--- src/rtl/dl_shift_pkg.sv ---
// rtl/dl_shift_pkg.sv - shared types for the multi-cycle shift sequencer
// Shift opcodes and sequencer FSM states.
package dl_shift_pkg;

   typedef enum logic [1:0] {
      SHIFT_SLL  = 2'd0,
      SHIFT_SRL  = 2'd1,
      SHIFT_SRA  = 2'd2,
      SHIFT_RSVD = 2'd3
   } shift_op_t;

   typedef enum logic [1:0] {
      SEQ_IDLE = 2'd0,
      SEQ_BUSY = 2'd1,
      SEQ_DONE = 2'd2
   } seq_state_t;

   // Width of a step count able to hold 0..max_step inclusive.
   function automatic int step_width(input int max_step);
      return $clog2(max_step + 1);
   endfunction

endpackage

--- src/rtl/dl_shift_step.sv ---
// rtl/dl_shift_step.sv - combinational narrow shifter, 0..MAX_STEP bits per op
// The reserved opcode executes as SLL.
module dl_shift_step
   import dl_shift_pkg::*;
#(
   parameter int NUM_BITS = 8,
   parameter int MAX_STEP = 2,
   parameter int SW       = step_width(MAX_STEP)
) (
   input  logic [NUM_BITS-1:0] data,
   input  logic [1:0]          op,
   input  logic [SW-1:0]       step,
   output logic [NUM_BITS-1:0] result
);

   always_comb begin
      result = data << step;
      case (op)
         SHIFT_SRL: result = data >> step;
         SHIFT_SRA: result = NUM_BITS'($signed(data) >>> step);
         default:   result = data << step;
      endcase
   end

endmodule

--- src/rtl/dl_shift_seq.sv ---
// rtl/dl_shift_seq.sv - multi-cycle SLL/SRL/SRA sequencer, one op in flight
// Optional early completion on fill pattern: DL_SHIFT_SEQ_EARLY_DONE_EN.
module dl_shift_seq
   import dl_shift_pkg::*;
#(
   parameter int NUM_BITS = 8,
   parameter int MAX_STEP = 2
) (
   input  logic                        clk,
   input  logic                        rst_n,
   input  logic                        in_valid,
   output logic                        in_ready,
   input  logic [NUM_BITS-1:0]         in_data,
   input  logic [$clog2(NUM_BITS)-1:0] in_shamt,
   input  logic [1:0]                  in_op,
   output logic                        out_valid,
   input  logic                        out_ready,
   output logic [NUM_BITS-1:0]         out_data,
   output logic                        busy
);

   localparam int AW = $clog2(NUM_BITS);
   localparam int SW = step_width(MAX_STEP);

   seq_state_t          state;
   logic [NUM_BITS-1:0] work;
   logic [AW-1:0]       rem;
   shift_op_t           op;

   logic [SW-1:0]       step;
   logic [AW-1:0]       rem_next;
   logic [NUM_BITS-1:0] work_next;
   logic                early_accept;
   logic                early_busy;

   // step never exceeds rem, so rem cannot underflow
   always_comb begin
      if (rem < AW'(MAX_STEP)) begin
         step = SW'(rem);
      end else begin
         step = SW'(MAX_STEP);
      end
      rem_next = rem - AW'(step);
   end

   dl_shift_step #(
      .NUM_BITS (NUM_BITS),
      .MAX_STEP (MAX_STEP),
      .SW       (SW)
   ) u_step (
      .data   (work),
      .op     (op),
      .step   (step),
      .result (work_next)
   );

`ifdef DL_SHIFT_SEQ_EARLY_DONE_EN
   logic [NUM_BITS-1:0] fill_in;
   logic [NUM_BITS-1:0] fill_work;

   // Once the operand equals its fill pattern, further shifting cannot change it.
   always_comb begin
      fill_in   = (in_op == SHIFT_SRA) ? {NUM_BITS{in_data[NUM_BITS-1]}} : '0;
      fill_work = (op == SHIFT_SRA) ? {NUM_BITS{work[NUM_BITS-1]}} : '0;
   end

   assign early_accept = (in_data == fill_in);
   assign early_busy   = (work_next == fill_work);
`else
   assign early_accept = 1'b0;
   assign early_busy   = 1'b0;
`endif

   always_ff @(posedge clk or negedge rst_n) begin
      if (!rst_n) begin
         state <= SEQ_IDLE;
         work  <= '0;
         rem   <= '0;
         op    <= SHIFT_SLL;
      end else begin
         case (state)
            SEQ_IDLE: begin
               if (in_valid) begin
                  work <= in_data;
                  rem  <= in_shamt;
                  op   <= shift_op_t'(in_op);
                  if (in_shamt == '0 || early_accept) begin
                     state <= SEQ_DONE;
                  end else begin
                     state <= SEQ_BUSY;
                  end
               end
            end
            SEQ_BUSY: begin
               work <= work_next;
               rem  <= rem_next;
               if (rem_next == '0 || early_busy) begin
                  state <= SEQ_DONE;
               end
            end
            SEQ_DONE: begin
               if (out_ready) begin
                  state <= SEQ_IDLE;
               end
            end
            default: state <= SEQ_IDLE;
         endcase
      end
   end

   assign in_ready  = (state == SEQ_IDLE);
   assign out_valid = (state == SEQ_DONE);
   assign busy      = (state != SEQ_IDLE);
   assign out_data  = work;

endmodule

--- config.mk ---
export PLATFORM = sky130hd
export DESIGN_NAME = dl_shift_seq
export DESIGN_NICKNAME = d
export VERILOG_FILES = /design/src/rtl/dl_shift_pkg.sv /design/src/rtl/dl_shift_step.sv /design/src/rtl/dl_shift_seq.sv
export SDC_FILE = /design/constraint.sdc
export NUM_CORES = 1
export LEC_CHECK = 0
export BUFFER_PORTS_ARGS = -buffer_cell sky130_fd_sc_hd__buf_2
export CORE_MARGIN = 2
export CORE_UTILIZATION = 50
export DETAILED_ROUTE_END_ITERATION = 8
export GPL_TIMING_DRIVEN = 1
export PLACE_DENSITY = 0.84
export RECOVER_POWER = 100
export SETUP_SLACK_MARGIN = 0.2
export SYNTH_ARGS = -nofsm -noshare
export SYNTH_HDL_FRONTEND = slang
export SYNTH_SLANG_ARGS = --single-unit
--- constraint.sdc ---
create_clock -name clk -period 1.8 [get_ports clk]
set_input_delay 0 -clock clk [delete_from_list [all_inputs] [get_ports clk]]
set_output_delay 0 -clock clk [all_outputs]
set_load 0.05 [all_outputs]
# Word-level counts from Yosys, hierarchy flattened
# Index checks and enable logic that the tools add are counted.
[totals]
output_inout_bits = 11
wordCells = 35
reg_bits = 15
input_bits = 17
[classes]
n_eq_ne = 7
shift = 3
reduce_logical = 8
n_mux = 11
n_addsub = 1
magnitude_cmp = 1
[op_table]
columns = ["op", "n"]
rows = [
  ["$pmux W8 S2", 2],
  ["$mux W2", 5],
  ["$mux W8", 1],
  ["$shl A8 B2 Y8", 1],
  ["$shr A8 B2 Y8", 1],
  ["$sshr A8 B2 Y8", 1],
  ["$logic_not A3 Y1", 2],
  ["$pmux W2 S3", 1],
  ["$pmux W3 S2", 1],
  ["$eq A2 B1 Y1 const B", 2],
  ["$eq A2 B2 Y1 const B", 2],
  ["$ne A2 B2 Y1 const B", 2],
  ["$reduce_and A2 Y1", 2],
  ["$reduce_bool A2 Y1", 2],
  ["$lt A3 B2 Y1 const B", 1],
  ["$mux W3", 1],
  ["$reduce_and A3 Y1", 1],
  ["$sub A3 B2 Y3", 1],
  ["$logic_not A2 Y1", 1],
  ["$ne A2 B1 Y1 const B", 1],
]

# Logic depth before layout (Yosys ltp)
# Gate-level depths: netlist of run 1.
[logic_depth]
word_depth = 6
depth_mapped = 7
mapped_depth_nobuf = 6

# Hierarchy
# From an unflattened synthesis of run 1, not the netlist that was laid out.
[unflattened]
cells_unflattened = 154
area_unflattened_um2 = 1422.6
[by_module_without_submodules]
columns = ["mod", "cells_each", "n_inst", "seq_area_each_um2", "area_per_inst_um2"]
rows = [
  ["dl_shift_seq", 100, 1, 375.4, 889.6],
  ["dl_shift_step", 54, 1, 0.0, 533.0],
]

# Worst setup path after synthesis of run 1
# Ideal clock, no wire load.
[synth_path]
kind = "register to register"
from = "reg state[1]"
to = "reg work[4] (netlist: out_data[4])"
path_buffers = 1
setup_time_ns = 0.123
arrival_time_ns = 1.815
required_time_ns = 1.677
synth_period_minus_slack_ns = 1.938
path_stages_with_launch = 5
path_slack_ns = -0.138
cell_sequence = "dfrtp_1 > clkbuf_1 > nor2_1 > nand2_1 > o221a_2"
[synth_via]
elab_chain_len = 3
word_cells_on_any_way = 6
classes_between = "eq/ne: 2; mux: 1; reduce/logical: 3"
[synth_lines]
columns = ["item", "line_no", "text"]
rows = [
  ["start: declaration", "dl_shift_seq.sv:25", "seq_state_t state;"],
  ["start signal: assignment", "dl_shift_seq.sv:76", "state <= SEQ_IDLE;"],
  ["start signal: assignment", "dl_shift_seq.sv:88", "state <= SEQ_DONE;"],
  ["start signal: assignment", "dl_shift_seq.sv:90", "state <= SEQ_BUSY;"],
  ["$logic_not A2 Y1 (*)", "-", ""],
  ["via in_ready", "dl_shift_seq.sv:12", "output logic in_ready,"],
  ["$ne A2 B2 Y1 (no source line) / $reduce_bool A2 Y1 (equally long branches)", "-", ""],
  ["$reduce_and A2 Y1 (no source line)", "-", ""],
  ["end signal: assignment", "dl_shift_seq.sv:84", "work <= in_data;"],
  ["end signal: assignment", "dl_shift_seq.sv:95", "work <= work_next;"],
  ["end: declaration", "dl_shift_seq.sv:26", "logic [NUM_BITS-1:0] work;"],
]
# Mark *: on every way through the listed nets, which the timed path passes. The rest lies on a longest branch.
# A chain may end at the register's enable or synchronous reset.

# Final worst setup path of run 1
[layout_path]
from = "reg op[0]"
to = "reg work[1] (netlist: out_data[1])"
[layout_via]
elab_chain_len = 3
word_cells_on_any_way = 4
classes_between = "eq/ne: 2; mux: 2"
[layout_lines]
columns = ["item", "line_no", "text"]
rows = [
  ["start: declaration", "dl_shift_seq.sv:28", "shift_op_t op;"],
  ["start signal: assignment", "dl_shift_seq.sv:86", "op <= shift_op_t'(in_op);"],
  ["$eq A2 B2 Y1 / $eq A2 B1 Y1 (equally long branches)", "dl_shift_step.sv:18", "case (op)"],
  ["$pmux W8 S2 (*)", "dl_shift_step.sv:18", ""],
  ["$pmux W8 S2 (*)", "dl_shift_seq.sv:81", "case (state)"],
]
# Every way passes the cells marked *; elsewhere a longest branch is shown, timed or not.

==> results.json, run 1 <==
{
  "finalNetCount": 205,
  "maxCapViolCount": 0,
  "dr_total_vias": 1354,
  "place_area_mm2": 0.00136,
  "final_max_slew_viol_count": 0,
  "fmax_ghz": 0.606,
  "yosys.area.top_type_share_pct": 31.9,
  "root_buffer": "clkbuf_4",
  "cp_cell_sequence": "inv_1 -> ha_4 -> o32ai_1 -> a211oi_1 -> a311oi_1 -> a31oi_1",
  "crit_path_start_kind": "flop",
  "seqCellArea_um2": 377,
  "end_kind": "flop",
  "cp_max_fo": 8,
  "syn_area_mm2": 0.00117,
  "num_antenna_cells": 0,
  "hold_ws_ps": 12.3,
  "crit_buf_inv": 1,
  "routed_wl_mm": 3.39,
  "cts_htree_levels": 1,
  "final_cell_area_mm2": 0.00154,
  "post-route-min-period_ps": 1650,
  "cts_buffers": 3,
  "netlist_instances": 140,
  "r2r_cells": 6,
  "worstReg2RegStart": "op[0]$_DFFE_PN0P_",
  "setup_tns_ps": 0,
  "dieHeight_um": 52.5,
  "timing_hold_violations_final": 0,
  "critPathKind": "flop to flop",
  "crit_arrival_ps": 1810,
  "grt_pass1_wl_mm": 5.25,
  "multi_input_area_um2": 766,
  "postRouteAntennaNets": 0,
  "ys_seq_area_share_pct": 31.9,
  "yosys-top-cells-count": "15 x dfrtp_1, 13 x o21ai_0, 12 x a21oi_1",
  "tightest_slew_ps": 812,
  "die_w_um": 52.5,
  "hold_depth": 3,
  "synthToLayoutAreaGrowth_pct": 31.4,
  "syn_nets": 160,
  "r2r_setup_slack_ps": 150,
  "synth_area_leaders": "dfrtp_1 32%, o21ai_0 5.5%, a21oi_1 5.1%, nor2b_1 4.3%, a211oi_1 3.8%",
  "avgSynthCellArea_um2": 8.39,
  "ys.warnings.count": 0,
  "synth-main-ff-cell": "dfrtp_1",
  "fin_util_pct": 69.8,
  "ys_types": 41,
  "slew_headroom_pct": 45.9,
  "min_path_type": "input pin to flop",
  "yosysTopAreaCell": "dfrtp_1",
  "cts_tree": "done",
  "gp_congestion": 0.895,
  "required_ps": 1960,
  "antenna_found_initial": 0,
  "status": "finished clean",
  "max_stage_delay_ps": 390,
  "dp_hpwl_mm": 2.26,
  "clock_sinks": 15,
  "drt-initial-drc-count": 66,
  "viasPerCell": 6.39,
  "start_util_pct": 53.1,
  "port_buffers": 27,
  "hold_path_end": "out_data[2]$_DFFE_PN0P_",
  "rsz0062_at_grt": "true",
  "fill_cells": 185,
  "grt_usage_pct": 25.6,
  "min_period_over_period_pct": 91.6,
  "cpMaxStageDelayCell": "dfrtp_1",
  "insertion_delay_ps": 290,
  "synth_edf_count": 0,
  "setup_violations": 0,
  "rows": 17,
  "drc": 0,
  "drive_gt1_share_pct": 27.7,
  "die_area_mm2": 0.00275,
  "r2r_end": "out_data[1]$_DFFE_PN0P_",
  "path_clk_slew_ps": 90,
  "synth-seq-cells": 15,
  "post_drt_wl_per_cell_um": 16.0,
  "clockBufferDepth": 2,
  "fin_skew_ps": 0.629,
  "ioPinCount": 28,
  "grt_max_degree": 16,
  "hold_start": "in_data[2]",
  "core_mm2": 0.00221,
  "crit_family": "compound AO/OA/AOI/OAI gates",
  "async_flop_share_pct": 100,
  "grt-ovfl-total": 0,
  "synth.most_common_cell": "dfrtp_1",
  "first_pass_iters": 4,
  "cp.depth": 6,
  "grt_pass1_vias": 1226,
  "startpoint": "op[0]$_DFFE_PN0P_"
}
==> flip-flops by register name, summed over array words and instances, names as in the netlist <==
signal / count
op: 2
out_data: 8
rem: 3
state: 2
==> area by class of cell <==
class                   instances  share of cell area [%]
inverters                       6                    1.46
clock buffers                   4                    1.70
repair buffers                 51                    20.6
flip-flops and latches         15                    24.4
well taps                      28                    2.27
multi-input cells             108                    49.6
==> cells in the final DEF (no fill, tap or decap), types with 3 or more instances in the layout <==
| cell | n |
|---|---|
| a211oi_1 | 5 |
| inv_1 | 6 |
| dfrtp_1 | 14 |
| clkbuf_1 | 11 |
| nand2b_1 | 3 |
| buf_4 | 16 |
| nor2b_1 | 7 |
| clkbuf_2 | 3 |
| nor3_1 | 4 |
| buf_2 | 15 |
| nand2_1 | 10 |
| dlygate4sd3_1 | 7 |
| mux2i_1 | 4 |
| o22ai_1 | 4 |
| a21oi_1 | 12 |
| clkbuf_4 | 3 |
| o21ai_0 | 11 |
| a31oi_1 | 4 |
==> worst max path at each step <==
stage,to,slack (ps)
final,out_data[1]$_DFFE_PN0P_,150
after global routing,out_data[3]$_DFFE_PN0P_,120
after CTS,out_data[0]$_DFFE_PN0P_,200
after detailed placement,out_data[1]$_DFFE_PN0P_,60
after global placement,out_data[1]$_DFFE_PN0P_,120
after floorplan,out_data[4]$_DFFE_PN0P_,140
==> worst min-delay path, cell delays in order <==
cell,delay (ps)
buf_2,70
mux2i_1,60
o21ai_1,130
==> through the flow <==
step / worst slack, ps / instances
3_5_place_dp: 63.2 / 193
2_1_floorplan: 142 / 140
3_3_place_gp: 115 / 193
6_report: 151 / 212
4_1_cts: 198 / 207
5_1_grt: 123 / 212
==> cells by family after synthesis <==
logic type	Yosys count	synth area share, %
AO/OA/AOI/OAI	61	35.4
AND/OR/NAND/NOR	37	17.0
buffers and inverters	17	7.03
flip-flops	15	31.9
multiplexers	5	4.37
adder cells (fa/ha/maj)	3	3.20
other	1	0.319
XOR/XNOR	1	0.746
==> repair_timing <==
| action | CTS | global route |
|---|---|---|
| hold buffers | 7 | 0 |
| hold endpoints to repair | 21 | 0 |
| setup endpoints to repair | 7 | 10 |
| buffers inserted | 3 | 5 |
| pin swaps | 4 | 1 |
| gates resized for setup | 5 | 12 |
==> metal layers <==
metal  global-route usage, %  vias to the layer above  wire length, µm  share of wire [%]
met4                    12.0                        0               93                2.7
met1                    33.0                      627             1360                 40
li1                        -                      623                -                  -
met3                    2.29                       15              292                8.6
met2                    42.9                       89             1640                 48
met5                       0                        -                0                  0
Power of run 1 is not shown: default switching activity piles up to over one toggle a cycle in this logic, so the estimate is an artifact.
==> run 2, diff against run 1 <==
--- a/config.mk
+++ b/config.mk
@@ -10,7 +10,7 @@
 export CORE_UTILIZATION = 50
 export DETAILED_ROUTE_END_ITERATION = 8
 export GPL_TIMING_DRIVEN = 1
-export PLACE_DENSITY = 0.84
+export PLACE_DENSITY = 0.86
 export RECOVER_POWER = 100
 export SETUP_SLACK_MARGIN = 0.2
 export SYNTH_ARGS = -nofsm -noshare
==> run 2 against run 1 <==
  * Sequential share of layout area shrank 0.50 points
  * Critical path type unchanged
  * Final cell count shrank 0.47%
  * Non-clock buffer count shrank 1
  * Clock skew grew 7.9 ps
  * Design area grew 2.1%
  * The run now ends with design-rule violations left
==> results.json, run 2 (same netlist as run 1, synthesis figures left out) <==
{
  "status": "finished with violations",
  "violations": "design-rule violations",
  "largest_register_ff_count": 8,
  "final_max_slew_viol_count": 0,
  "required_ps": 2020,
  "end_kind": "flop",
  "layout_commonest_cell": "buf_2",
  "port_buffers": 27,
  "crit_arrival_ps": 2010,
  "cp_max_fo": 5,
  "min_period_over_period_pct": 99.4,
  "path_clk_slew_ps": 110,
  "dr_total_vias": 1437,
  "critPathKind": "flop to flop",
  "grt_max_degree": 16,
  "slew_headroom_pct": 44.2,
  "core_mm2": 0.00221,
  "dieHeight_um": 52.5,
  "cp_cell_sequence": "buf_4 -> nor3_1 -> a21oi_1 -> a2111o_1 -> o221ai_1",
  "max_stage_delay_ps": 490,
  "cpMaxStageDelayCell": "dfrtp_1",
  "viasPerCell": 6.81,
  "die_area_mm2": 0.00275,
  "synthToLayoutAreaGrowth_pct": 34.2,
  "grt_usage_pct": 27.9,
  "postRouteAntennaNets": 0,
  "root_buffer": "clkbuf_4",
  "first_pass_iters": 9,
  "cts_buffers": 3,
  "cts_tree": "done",
  "fmax_ghz": 0.559,
  "rows": 17,
  "routed_wl_mm": 4.31,
  "r2r_setup_slack_ps": 10,
  "grt-ovfl-total": 0,
  "timing_hold_violations_final": 0,
  "insertion_delay_ps": 300,
  "start_util_pct": 53.1,
  "antenna_found_initial": 0,
  "post_drt_wl_per_cell_um": 20.4,
  "fill_cells": 157,
  "layout_common_cells": "15 x buf_2, 14 x dfrtp_1, 14 x buf_4",
  "setup_ws_ps": 11.2,
  "setup_tns_ps": 0,
  "maxCapViolCount": 0,
  "multi_input_area_um2": 800,
  "fin_skew_ps": 8.52,
  "crit_path_start_kind": "flop",
  "clock_sinks": 15,
  "min_path_type": "input pin to flop",
  "drt-initial-drc-count": 126,
  "drive_gt1_share_pct": 29.0,
  "clockBufferDepth": 2,
  "grt_pass1_vias": 1183,
  "setup_violations": 0,
  "num_antenna_cells": 0,
  "grt_pass1_wl_mm": 5.61,
  "gp_congestion": 0.907,
  "post-route-min-period_ps": 1790,
  "final_cell_area_mm2": 0.00158,
  "dp_hpwl_mm": 2.38,
  "hold_ws_ps": 38.6,
  "rsz0062_at_grt": "true",
  "ioPinCount": 28,
  "die_w_um": 52.5,
  "drc": 1,
  "pre_cts_ws_ps": 48.2,
  "finalNetCount": 204,
  "place_area_mm2": 0.00136,
  "tightest_slew_ps": 836,
  "seqCellArea_um2": 377,
  "cts_htree_levels": 1
}
-- run 2: repair_timing --
action                                  CTS  global route
pin swaps                                 3             5
endpoints found under the setup margin    7             9
gates resized for setup                   9            14
hold buffers                              7             0
setup buffers                             1             6
endpoints found under the hold margin    21             0
-- run 2: routing by layer --
layer	GRT usage, %	share of wire (%)	wire, µm
met3	4.00	11	454
met1	35.2	36	1570
met2	46.7	48	2070
met4	12.8	5.2	224
met5	0	0	0
-- run 2: critical path: cells and delay by family, from the launching register on --
family | cells | cell delay, ps
buffers and inverters | 1 | 190
DFF | 1 | 490
and+or+nand+nor | 1 | 370
AOI/OAI and AO/OA | 3 | 650
-- run 2: final cells by class --
| type | count | share of cell area (%) |
|---|---|---|
| sequential | 15 | 23.9 |
| multi-input combinational | 108 | 50.7 |
| clock buffer | 4 | 1.67 |
| timing repair buffer | 50 | 20.1 |
| inverter | 6 | 1.43 |
| tap | 28 | 2.22 |
-- run 2: worst paths after layout --
path / from / end / depth (start not counted)
worst max-delay path: rem[2]$_DFFE_PN0P_ / out_data[7]$_DFFE_PN0P_ / 5
worst min-delay path: in_data[3] / out_data[3]$_DFFE_PN0P_ / 4
worst max register to register: rem[2]$_DFFE_PN0P_ / out_data[7]$_DFFE_PN0P_ / 5
worst min register to register: op[0]$_DFFE_PN0P_ / op[0]$_DFFE_PN0P_ / 2
max in group asynchronous: rst_n / rem[1]$_DFFE_PN0P_ / 2
min in group asynchronous: rst_n / state[1]$_DFFE_PN0P_ / 2
-- run 2: metrics by stage --
stage,utilization (%),std cells
3_5_place_dp,61.4,193
3_3_place_gp,61.4,193
5_1_grt,71.3,211
4_1_cts,67.8,205
6_report,71.3,211
2_1_floorplan,-,140
Power of run 2 is left out for the same reason.
==> run 3, diff against run 2 <==
--- a/config.mk
+++ b/config.mk
@@ -7,12 +7,13 @@
 export LEC_CHECK = 0
 export BUFFER_PORTS_ARGS = -buffer_cell sky130_fd_sc_hd__buf_2
 export CORE_MARGIN = 2
-export CORE_UTILIZATION = 50
+export CORE_UTILIZATION = 45
 export DETAILED_ROUTE_END_ITERATION = 8
 export GPL_TIMING_DRIVEN = 1
-export PLACE_DENSITY = 0.86
+export PLACE_DENSITY = 0.8
 export RECOVER_POWER = 100
 export SETUP_SLACK_MARGIN = 0.2
+export SKIP_LAST_GASP = 1
 export SYNTH_ARGS = -nofsm -noshare
 export SYNTH_HDL_FRONTEND = slang
 export SYNTH_SLANG_ARGS = --single-unit
==> run 3 against run 2 <==
  * The flow now finishes without violations
  * Utilization shrank 7.8 points
  * Register-to-register slack gained 60 ps
  * Global-route usage shrank 3.2 points
  * Clock skew shrank 1.3 ps
  * Highest routed layer unchanged
  * Die area grew 10%
  * Design area shrank 0.24%
==> results.json, run 3 (same netlist as run 1, synthesis figures left out) <==
{
  "status": "finished clean",
  "rsz0062_at_grt": "true",
  "crit_arrival_ps": 1900,
  "slew_headroom_pct": 42.8,
  "clock_sinks": 15,
  "setup_ws_ps": 74.3,
  "dr_wl_met3_um": 273,
  "gp_congestion": 0.875,
  "finalNetCount": 207,
  "hold_depth": 3,
  "grt_pass1_vias": 1156,
  "rows": 18,
  "drt-initial-drc-count": 82,
  "dp_hpwl_mm": 2.41,
  "timing_hold_violations_final": 0,
  "routed_wl_mm": 3.71,
  "cp_cell_sequence": "or2_1 -> buf_4 -> o311ai_0 -> o22ai_1",
  "final_cell_area_mm2": 0.00157,
  "core_mm2": 0.00248,
  "antenna_found_initial": 0,
  "largest_register_ff_count": 8,
  "cts_buffers": 3,
  "final_max_slew_viol_count": 0,
  "cts_tree": "done",
  "start_util_pct": 47.4,
  "postRouteAntennaNets": 0,
  "maxCapViolCount": 0,
  "drive_gt1_share_pct": 28.0,
  "ioPinCount": 28,
  "die_area_mm2": 0.00304,
  "fmax_ghz": 0.579,
  "grt_max_degree": 16,
  "max_stage_delay_ps": 480,
  "grt_pass1_wl_mm": 5.40,
  "final-instance-count-excl-fill": 216,
  "post_drt_wl_per_cell_um": 17.2,
  "die_w_um": 55.1,
  "min_period_over_period_pct": 95.9,
  "port_buffers": 27,
  "r2r_setup_slack_ps": 70,
  "grt_usage_pct": 24.7,
  "synthToLayoutAreaGrowth_pct": 33.9,
  "crit_path_start_kind": "flop",
  "viasPerCell": 6.29,
  "cpMaxStageDelayCell": "dfrtp_1",
  "end_kind": "flop",
  "pre_cts_ws_ps": 71.5,
  "required_ps": 1980,
  "place_area_mm2": 0.00136,
  "r2r_cells": 4,
  "fin_skew_ps": 7.22,
  "layout_common_cells": "17 x buf_4, 15 x buf_2, 15 x dfrtp_1",
  "met2_length_mm": 1.78,
  "dieHeight_um": 55.1,
  "post-route-min-period_ps": 1730,
  "clockBufferDepth": 2,
  "cts_htree_levels": 1,
  "drc": 0,
  "cp_max_fo": 10,
  "setup_tns_ps": 0,
  "top_layer": "met4",
  "place_inst": 195,
  "insertion_delay_ps": 300,
  "dr_total_vias": 1358,
  "min_path_type": "input pin to flop",
  "setup_violations": 0,
  "first_pass_iters": 4,
  "layout_commonest_cell": "buf_4",
  "grt-ovfl-total": 0,
  "root_buffer": "clkbuf_4",
  "wl_met1_mm": 1.60,
  "critPathKind": "flop to flop",
  "tightest_slew_ps": 858,
  "path_clk_slew_ps": 100,
  "num_antenna_cells": 0
}
-- run 3: layer usage --
layer,vias to the layer above,track usage (%)
li1,622,-
met1,646,34.5
met2,79,37.3
met3,11,3.76
met4,0,11.4
met5,-,0
-- run 3: what timing repair did --
item | in CTS | in global routing
resized for setup | 8 | 7
buffers inserted | 4 | 5
endpoints found under the hold margin | 21 | 1
hold buffers | 7 | 1
pin swaps | 3 | 4
setup endpoints to repair | 9 | 9
-- run 3: worst paths after layout --
| kind | endpoint | startpoint |
|---|---|---|
| worst max-delay path | out_data[6]$_DFFE_PN0P_ | rem[2]$_DFFE_PN0P_ |
| worst min-delay path | out_data[6]$_DFFE_PN0P_ | in_data[6] |
| worst max register to register | out_data[6]$_DFFE_PN0P_ | rem[2]$_DFFE_PN0P_ |
| worst min register to register | op[0]$_DFFE_PN0P_ | op[0]$_DFFE_PN0P_ |
| max in group asynchronous | out_data[1]$_DFFE_PN0P_ | rst_n |
| min in group asynchronous | out_data[4]$_DFFE_PN0P_ | rst_n |
-- run 3: critical path, delay by kind of cell (launching register included) --
kind / cells / cell delay, ps
buffers and inverters: 1 / 230
AND/OR/NAND/NOR: 1 / 400
AO/OA/AOI/OAI: 2 / 500
flip-flops: 1 / 480
-- run 3: cell type report --
type | count | area (µm²)
Multi-Input combinational cell | 108 | 767
Clock buffer | 3 | 22.5
Timing Repair Buffer | 53 | 343
Clock inverter | 1 | 5.00
Tap cell | 30 | 37.5
Sequential cell | 15 | 375
Inverter | 6 | 22.5
Fill cell | 219 | 905
-- run 3: metrics by stage --
step | hold slack [ps] | util [%]
floorplan | -296 | -
global placement | -71.3 | 54.9
detailed placement | -65.3 | 54.9
CTS | 0.150 | 61.4
global route | 27.3 | 63.5
finish | 24.8 | 63.5
Power of run 3 is left out for the same reason.
